### src/rtl/boot_loader_if.sv
// Host word-stream channel into the boot loader.
//   s_valid / s_ready : handshake, a word moves when both are high on a clk edge
//   s_data            : 32-bit program word
//   s_last            : final word of the image, meaningful only with s_valid
// master = host side, slave = loader side.
interface boot_loader_if;
  logic        s_valid;
  logic        s_ready;
  logic [31:0] s_data;
  logic        s_last;

  modport master (output s_valid, s_data, s_last, input s_ready);
  modport slave  (input s_valid, s_data, s_last, output s_ready);
endinterface

### src/rtl/boot_loader.sv
// Boot loader: streams a program image from the host into the core's unified
// memory while holding the core in reset, then releases the core.
//   clk, reset    : clock, asynchronous active-high reset
//   start         : one-cycle pulse, begins a load from IDLE or RUN
//   host          : word stream (s_valid/s_ready/s_data/s_last)
//   mem_we/addr/wdata : memory write port, one registered pulse per accepted word
//   core_reset    : held high except in RUN
//   busy / done   : in LOAD or HOLD / in RUN
//   overflow      : sticky, image ran into the end of memory without s_last
//   word_count    : words written in the current or last load
module boot_loader #(
  parameter int          ADDR_W     = 10,
  parameter logic [31:0] BASE_ADDR  = 32'h0000_0000,
  parameter int          RESET_HOLD = 4
) (
  input  logic            clk,
  input  logic            reset,
  input  logic            start,
  boot_loader_if.slave    host,
  output logic            mem_we,
  output logic [31:0]     mem_addr,
  output logic [31:0]     mem_wdata,
  output logic            core_reset,
  output logic            busy,
  output logic            done,
  output logic            overflow,
  output logic [ADDR_W:0] word_count
);
  localparam int              HW        = $clog2(RESET_HOLD + 1);
  localparam logic [ADDR_W:0] DEPTH     = {1'b1, {ADDR_W{1'b0}}};
  localparam logic [HW-1:0]   HOLD_INIT = HW'(RESET_HOLD);
  localparam logic [HW-1:0]   HOLD_ONE  = HW'(1);

  typedef enum logic [1:0] {IDLE, LOAD, HOLD, RUN} state_t;

  state_t          state, state_nx;
  logic            accept;
  logic            mem_full;
  logic [ADDR_W:0] count_inc;
  logic [HW-1:0]   hold_cnt;

  assign accept    = host.s_valid & host.s_ready;
  assign count_inc = word_count + {{ADDR_W{1'b0}}, 1'b1};
  // This accept fills the last word of memory.
  assign mem_full  = (count_inc == DEPTH);

  always_ff @(posedge clk or posedge reset) begin
    if (reset) state <= IDLE;
    else       state <= state_nx;
  end

  always_comb begin
    state_nx     = state;
    host.s_ready = 1'b0;
    core_reset   = 1'b1;
    busy         = 1'b0;
    done         = 1'b0;
    case (state)
      IDLE: if (start) state_nx = LOAD;
      LOAD: begin
        host.s_ready = 1'b1;
        busy         = 1'b1;
        if (accept && (host.s_last || mem_full)) state_nx = HOLD;
      end
      HOLD: begin
        busy = 1'b1;
        // Counter steps to zero on this edge: core leaves reset.
        if (hold_cnt == HOLD_ONE) state_nx = RUN;
      end
      RUN: begin
        core_reset = 1'b0;
        done       = 1'b1;
        if (start) state_nx = LOAD;
      end
      default: state_nx = IDLE;
    endcase
  end

  always_ff @(posedge clk or posedge reset) begin
    if (reset) begin
      mem_we     <= 1'b0;
      mem_addr   <= '0;
      mem_wdata  <= '0;
      word_count <= '0;
      overflow   <= 1'b0;
      hold_cnt   <= '0;
    end else begin
      // Write is the registered image of the accept: exactly one cycle later.
      mem_we <= accept;
      if (accept) begin
        mem_addr   <= BASE_ADDR + 32'({word_count[ADDR_W-1:0], 2'b00});
        mem_wdata  <= host.s_data;
        word_count <= count_inc;
        if (mem_full && !host.s_last) overflow <= 1'b1;
      end
      if (start && (state == IDLE || state == RUN)) begin
        word_count <= '0;
        overflow   <= 1'b0;
      end
      if (state == LOAD && state_nx == HOLD) hold_cnt <= HOLD_INIT;
      else if (state == HOLD)                hold_cnt <= hold_cnt - HOLD_ONE;
    end
  end
endmodule

### src/flat_wrapper.sv
// flat-port wrapper written by rule: the top's interface ports become plain ports
module boot_loader_flat 
#(
  parameter int          ADDR_W     = 10,
  parameter logic [31:0] BASE_ADDR  = 32'h0000_0000,
  parameter int          RESET_HOLD = 4
)
  (clk, reset, start, mem_we, mem_addr, mem_wdata, core_reset, busy, done, overflow, word_count, host_s_valid, host_s_data, host_s_last, host_s_ready);
  boot_loader_if host_i ();
  input  logic clk;
  input  logic reset;
  input  logic start;
  output logic mem_we;
  output logic [31:0] mem_addr;
  output logic [31:0] mem_wdata;
  output logic core_reset;
  output logic busy;
  output logic done;
  output logic overflow;
  output logic [ADDR_W:0] word_count;
  input wire logic [$bits(host_i.s_valid)-1:0] host_s_valid;
  input wire logic [$bits(host_i.s_data)-1:0] host_s_data;
  input wire logic [$bits(host_i.s_last)-1:0] host_s_last;
  output wire logic [$bits(host_i.s_ready)-1:0] host_s_ready;
  assign host_i.s_valid = host_s_valid;
  assign host_i.s_data = host_s_data;
  assign host_i.s_last = host_s_last;
  assign host_s_ready = host_i.s_ready;
  boot_loader #(.ADDR_W(ADDR_W), .BASE_ADDR(BASE_ADDR), .RESET_HOLD(RESET_HOLD)) u_core (.clk(clk), .reset(reset), .start(start), .host(host_i), .mem_we(mem_we), .mem_addr(mem_addr), .mem_wdata(mem_wdata), .core_reset(core_reset), .busy(busy), .done(done), .overflow(overflow), .word_count(word_count));
endmodule
### config.mk
export PLATFORM = sky130hd
export DESIGN_NAME = boot_loader_flat
export DESIGN_NICKNAME = d
export VERILOG_FILES = /design/src/rtl/boot_loader_if.sv /design/src/rtl/boot_loader.sv /design/src/flat_wrapper.sv
export SDC_FILE = /design/constraint.sdc
export NUM_CORES = 1
export LEC_CHECK = 0
export BUFFER_PORTS_ARGS = -buffer_cell sky130_fd_sc_hd__buf_2
export CORE_ASPECT_RATIO = 1.1
export CORE_MARGIN = 2
export CORE_UTILIZATION = 45
export DETAILED_ROUTE_END_ITERATION = 10
export PLACE_DENSITY = 0.76
export SLEW_MARGIN = 20
export SYNTH_ARGS = -nofsm -noshare
export SYNTH_HDL_FRONTEND = slang
export SYNTH_SLANG_ARGS = --single-unit
### constraint.sdc
create_clock -name clk -period 2.4 [get_ports clk]
set_input_delay 0.72 -clock clk [delete_from_list [all_inputs] [get_ports clk]]
set_output_delay 0.72 -clock clk [all_outputs]
set_load 0.01 [all_outputs]
# [Yosys cells after proc, flatten, opt, wreduce, memory -nomap -nowiden]
# Index checks and enable logic that the tools add are counted.
[word_totals] regBits=60 latchBits=0 ram_bits=0 rom_bits=0 inputBits=37 output_inout_bits=81 elab_cells=45 n_memories=0
[classes] n_addsub=2 multipliers=0 n_div=0 magnitude_cmp=0 eq_ne=6 shift=0 n_mux=15 n_bitwise=1 reduce_logical=14
[ops] operator="11-bit two-way mux" n=2
[ops] operator="11-bit by 1-bit adder with 11-bit output (second input constant)" n=1
[ops] operator="11-bit equality test (second input constant)" n=1
[ops] operator="1-bit two-way mux" n=7
[ops] operator="2-bit equality test (second input constant)" n=3
[ops] operator="2-bit two-way mux" n=3
[ops] operator="3-bit two-way mux" n=2
[ops] operator="2-bit case mux with 3 select lines" n=1
[ops] operator="2-bit nonzero test" n=3
[ops] operator="1-bit logical AND" n=4
[ops] operator="2-bit OR reduction" n=2
[ops] operator="3-bit by 1-bit equality test with 1-bit output (second input constant)" n=1
[ops] operator="3-bit by 1-bit subtractor with 3-bit output (second input constant)" n=1
[ops] operator="2-bit by 1-bit equality test with 1-bit output (second input constant)" n=1
[ops] operator="2-bit zero test" n=1
[ops] operator="1-bit logical OR" n=2
[ops] operator="2-bit AND reduction" n=1
[ops] operator="1-bit bitwise AND" n=1
[ops] operator="1-bit zero test" n=1

# [Longest topological paths before layout]
[logic_depth] depth_word=9 depth_mapped=8 depth_no_buf=7

# [Worst setup path before layout]
# Ideal clock, no wire load.
[synth_timing] path_kind="reg-to-reg" startpoint="register u_core.state[0]" endpoint="register u_core.mem_addr[2]" setup_ns=0.125 arrival_time_ns=1.761 required_time_ns=2.275 path_slack_ns=0.515 path_stages_with_launch=7 path_buffers=3 synth_period_minus_slack_ns=1.885 cell_sequence="dfrtp_1 ha_1 buf_2 nand2_1 clkbuf_1 buf_2 mux2_2"
[synth_between] elab_chain_cells=3
[synth_rtl] element="from (decl)" line_no="boot_loader.sv:36" rtl="state_t state, state_nx;"
[synth_rtl] element="from (signal assigned)" line_no="boot_loader.sv:49" rtl="else state <= state_nx;"
[synth_rtl] element="2-bit by 1-bit equality test with 1-bit output" line_no="boot_loader.sv:58" rtl="case (state)"
[synth_rtl] element="1-bit two-way mux" line_no="boot_loader.sv:58"
[synth_rtl] element="net host_s_ready" line_no="flat_wrapper.sv:24" rtl="output wire logic [$bits(host_i.s_ready)-1:0] host_s_ready;"
[synth_rtl] element="1-bit bitwise AND" line_no="boot_loader.sv:42" rtl="assign accept = host.s_valid & host.s_ready;"
[synth_rtl] element="to (signal assigned)" line_no="boot_loader.sv:91" rtl="mem_addr <= BASE_ADDR + 32'({word_count[ADDR_W-1:0], 2'b00});"
[synth_rtl] element="to (decl)" line_no="boot_loader.sv:21" rtl="output logic [31:0] mem_addr,"
# The timed path passes the listed nets, and every way through them passes these cells.
# A chain may end at the register's enable or synchronous reset.

# [Worst setup path after layout]
[layout_timing] startpoint="register u_core.state[0]" endpoint="output busy"
[layout_between] elab_chain_cells=3 word_cells_on_any_way=4 cone_classes="2 x eq/ne; 1 x mux; 1 x reduce/logical"
[layout_rtl] element="2-bit equality test / 2-bit by 1-bit equality test with 1-bit output (equally long branches)" line_no="boot_loader.sv:58"
[layout_rtl] element="2-bit OR reduction (no source line) *"
[layout_rtl] element="1-bit two-way mux *" line_no="boot_loader.sv:58"
[layout_rtl] element="to (decl)" line_no="flat_wrapper.sv:17" rtl="output logic busy;"
# Every way passes the cells marked *; elsewhere a longest branch is shown, timed or not.

==> metrics.cfg <==
[drt]
via_count=1985
postRouteWirelength_mm=5.70
avgRoutedWirePerCell_microns=13.7
post-route-drc-count=0
drt-initial-drc-count=128
first_pass_iters=5
postRouteAntennaNets=0
via_per_inst=4.76

[run_status]
status=finished clean

[synthesis]
avgSynthCellArea_sq_um=12.2
ys_types=38
ys_async_sr_fraction=1.00
synth_cells=230
synth_area_leader_cell=dfrtp_1
netlist_area_sq_um=2820
yosysTopAreaCellShare=0.533
yosys_warnings=0
synth_flop_cell=dfrtp_1
synthTopCellsByArea=dfrtp_1 (53%), mux2_2 (16%), buf_4 (5.9%)
ys_seq_area_frac=0.533
synth-seq-cells=60
synth_edf_count=0

[critical_path]
cpLargestDelayFamily=flip-flops
path_common_cell=inv_1
cp.arrival_ns=1.41
critPathMaxStageDelay_ns=0.44
cp.required_ns=1.68
critPathBufInv=3
cp_slowest_cell=dfrtp_1
crit_type=register to output pin
worstPathMaxFanout=6
critPathLaunchType=register
end_kind=output pin
crit_chain=inv_1 > ha_1 > inv_1 > buf_2

[sta]
finalHoldViolations=0
setup_ws_ns=0.265
min_period_over_period=0.890
drv_slew=0
grt_setup_unrepaired=false
fin_tns_setup_ns=0
tightest_slew_ns=0.570
finClkSkew_ns=0.00927
maxSlewHeadroom=0.615
fin_crit_ns=2.13
fin_hold_ws_ns=0.445
max_freq_mhz=468
setup-violations-final=0

[floorplanning]
num_rows=30
die_h_microns=87.0
start_util=0.460
die_area_sq_um=6910
core_sq_um=6120
die-width_microns=79.4
ios=118

[placement]
placed_area_sq_um=3330
gp_congestion=0.764
port_buffers=95
place_inst=401
dp_hpwl_mm=4.00
dp_slack_ns=0.548

[power_and_ir_drop]
p_leak_nw=1.74
swShare=0.346
p_seq_frac=0.409
netSwitchingPower_mw=1.34
ir_drop_uv=725
p_per_area_nw_per_um2=1110
total_power_mw=3.86
clkPwrFrac=0.198
p_int_mw=2.52
combPwrFrac=0.394

[cts]
cts-root-buf=clkbuf_8
cts_buffers=9
clock_path_buffers=2
ctsHoldBuffers=0
post_cts_resized=0
clock_latency_ns=0.33
postCtsSetupRepairBufs=0
clkSlewWorstSetupHoldPaths_ns=0.07
cts_tree=done
clock_sinks=60
cts_max_level=3

[finish]
n_antenna_cell=0
fin_util=0.571
final_cell_area_sq_um=3490
fin_cells=417
fillers=523
multi_input_area_sq_um=1150
regArea_sq_um=1500
fin_nets=375
areaGrowthSynthToFinish_pct=23.9
drive_above_1_share=0.478

[global_route]
grt_pass1_wl_mm=9.38
grt_max_degree=61
grt_remaining_overflow=0
antenna_found_initial=0
grt_use_total=0.174
grt_pass1_vias=2037

[job]
drv.max_cap_violation_count=0

[worst_hold_path]
hold_path.class=input pin to asynchronous set/reset pin

logic make-up after synthesis:
kind of cell               share of synthesized area
AOI/OAI and AO/OA                             0.0626
xor gates and xnor gates                      0.0373
adders and majority gates                     0.0267
buffers and inverters                         0.0862
DFF                                            0.533
muxes                                          0.160
other                                        0.00133
and+or+nand+nor                               0.0929
cell usage after synthesis (2+ instances only):
master    instances
buf_2             5
nand3_1           2
a21oi_1           3
a31oi_1           4
mux2_2           40
nor2_1           10
nand2_1          15
o21ai_0           6
nor4_1            4
a31o_1            2
xnor2_1           7
nor3_1            4
xor2_1            5
dfrtp_1          60
inv_1            11
ha_1              6
buf_4            22
clkbuf_1          2
nor2b_1           2
and2_1            2
state kept, by name, indices dropped and copies added, names as in the netlist:
register / flops
u_core.mem_we: 1
u_core.word_count: 11
u_core.overflow: 1
u_core.mem_wdata: 32
u_core.state: 2
u_core.hold_cnt: 3
u_core.mem_addr: 10
placed cells by master (no fill, tap or decap), types with 6 or more instances in the layout:
cell,Yosys,layout
inv_1,11,10
nor2_1,10,10
dfrtp_1,60,60
nand2_1,15,15
mux2_2,40,40
xnor2_1,7,7
ha_1,6,6
buf_2,5,95
conb_1,1,22
o21ai_0,6,6
clkbuf_8,0,10
tightest hold or removal path, delay by kind of cell:
| kind | cells | cell delay, ns |
|---|---|---|
| buf+inv | 3 | 0.45 |
cell type report:
| type | instances | share of cell area |
|---|---|---|
| clock inverters | 2 | 0.00287 |
| inverters | 12 | 0.0129 |
| flip-flops and latches | 60 | 0.430 |
| repair buffers | 99 | 0.152 |
| well taps | 80 | 0.0287 |
| multi-input cells | 150 | 0.330 |
| clock buffers | 14 | 0.0437 |
worst paths after layout:
check	startpoint	endpoint	slack, ns	cells after the start
max	u_core.state[0]	busy	0.27	4
min	reset	u_core.mem_wdata[2]	0.45	3
max reg2reg	u_core.state[0]	u_core.word_count[3]	0.51	5
min reg2reg	u_core.mem_addr[8]	u_core.mem_addr[8]	0.49	2
max in group asynchronous	reset	u_core.word_count[4]	1.69	3
min in group clk	u_core.mem_addr[8]	u_core.mem_addr[8]	0.49	2
power groups by stage:
stage	combinational, mW	sequential, mW	clock [mW]
CTS	1.54	1.58	0.787
global route	1.67	1.63	0.840
global placement	1.48	1.57	0
finish	1.52	1.58	0.763
floorplan	0.829	1.73	0
detailed placement	1.53	1.58	0
metal layers:
metal  vias up  part of all wire  track usage
li1        954                 -            -
met1       943              0.43        0.218
met2        82              0.48        0.274
met3         6             0.082       0.0591
met4         0             0.012       0.0799
met5         -                 0            0
(Power assumes the default switching activity.)
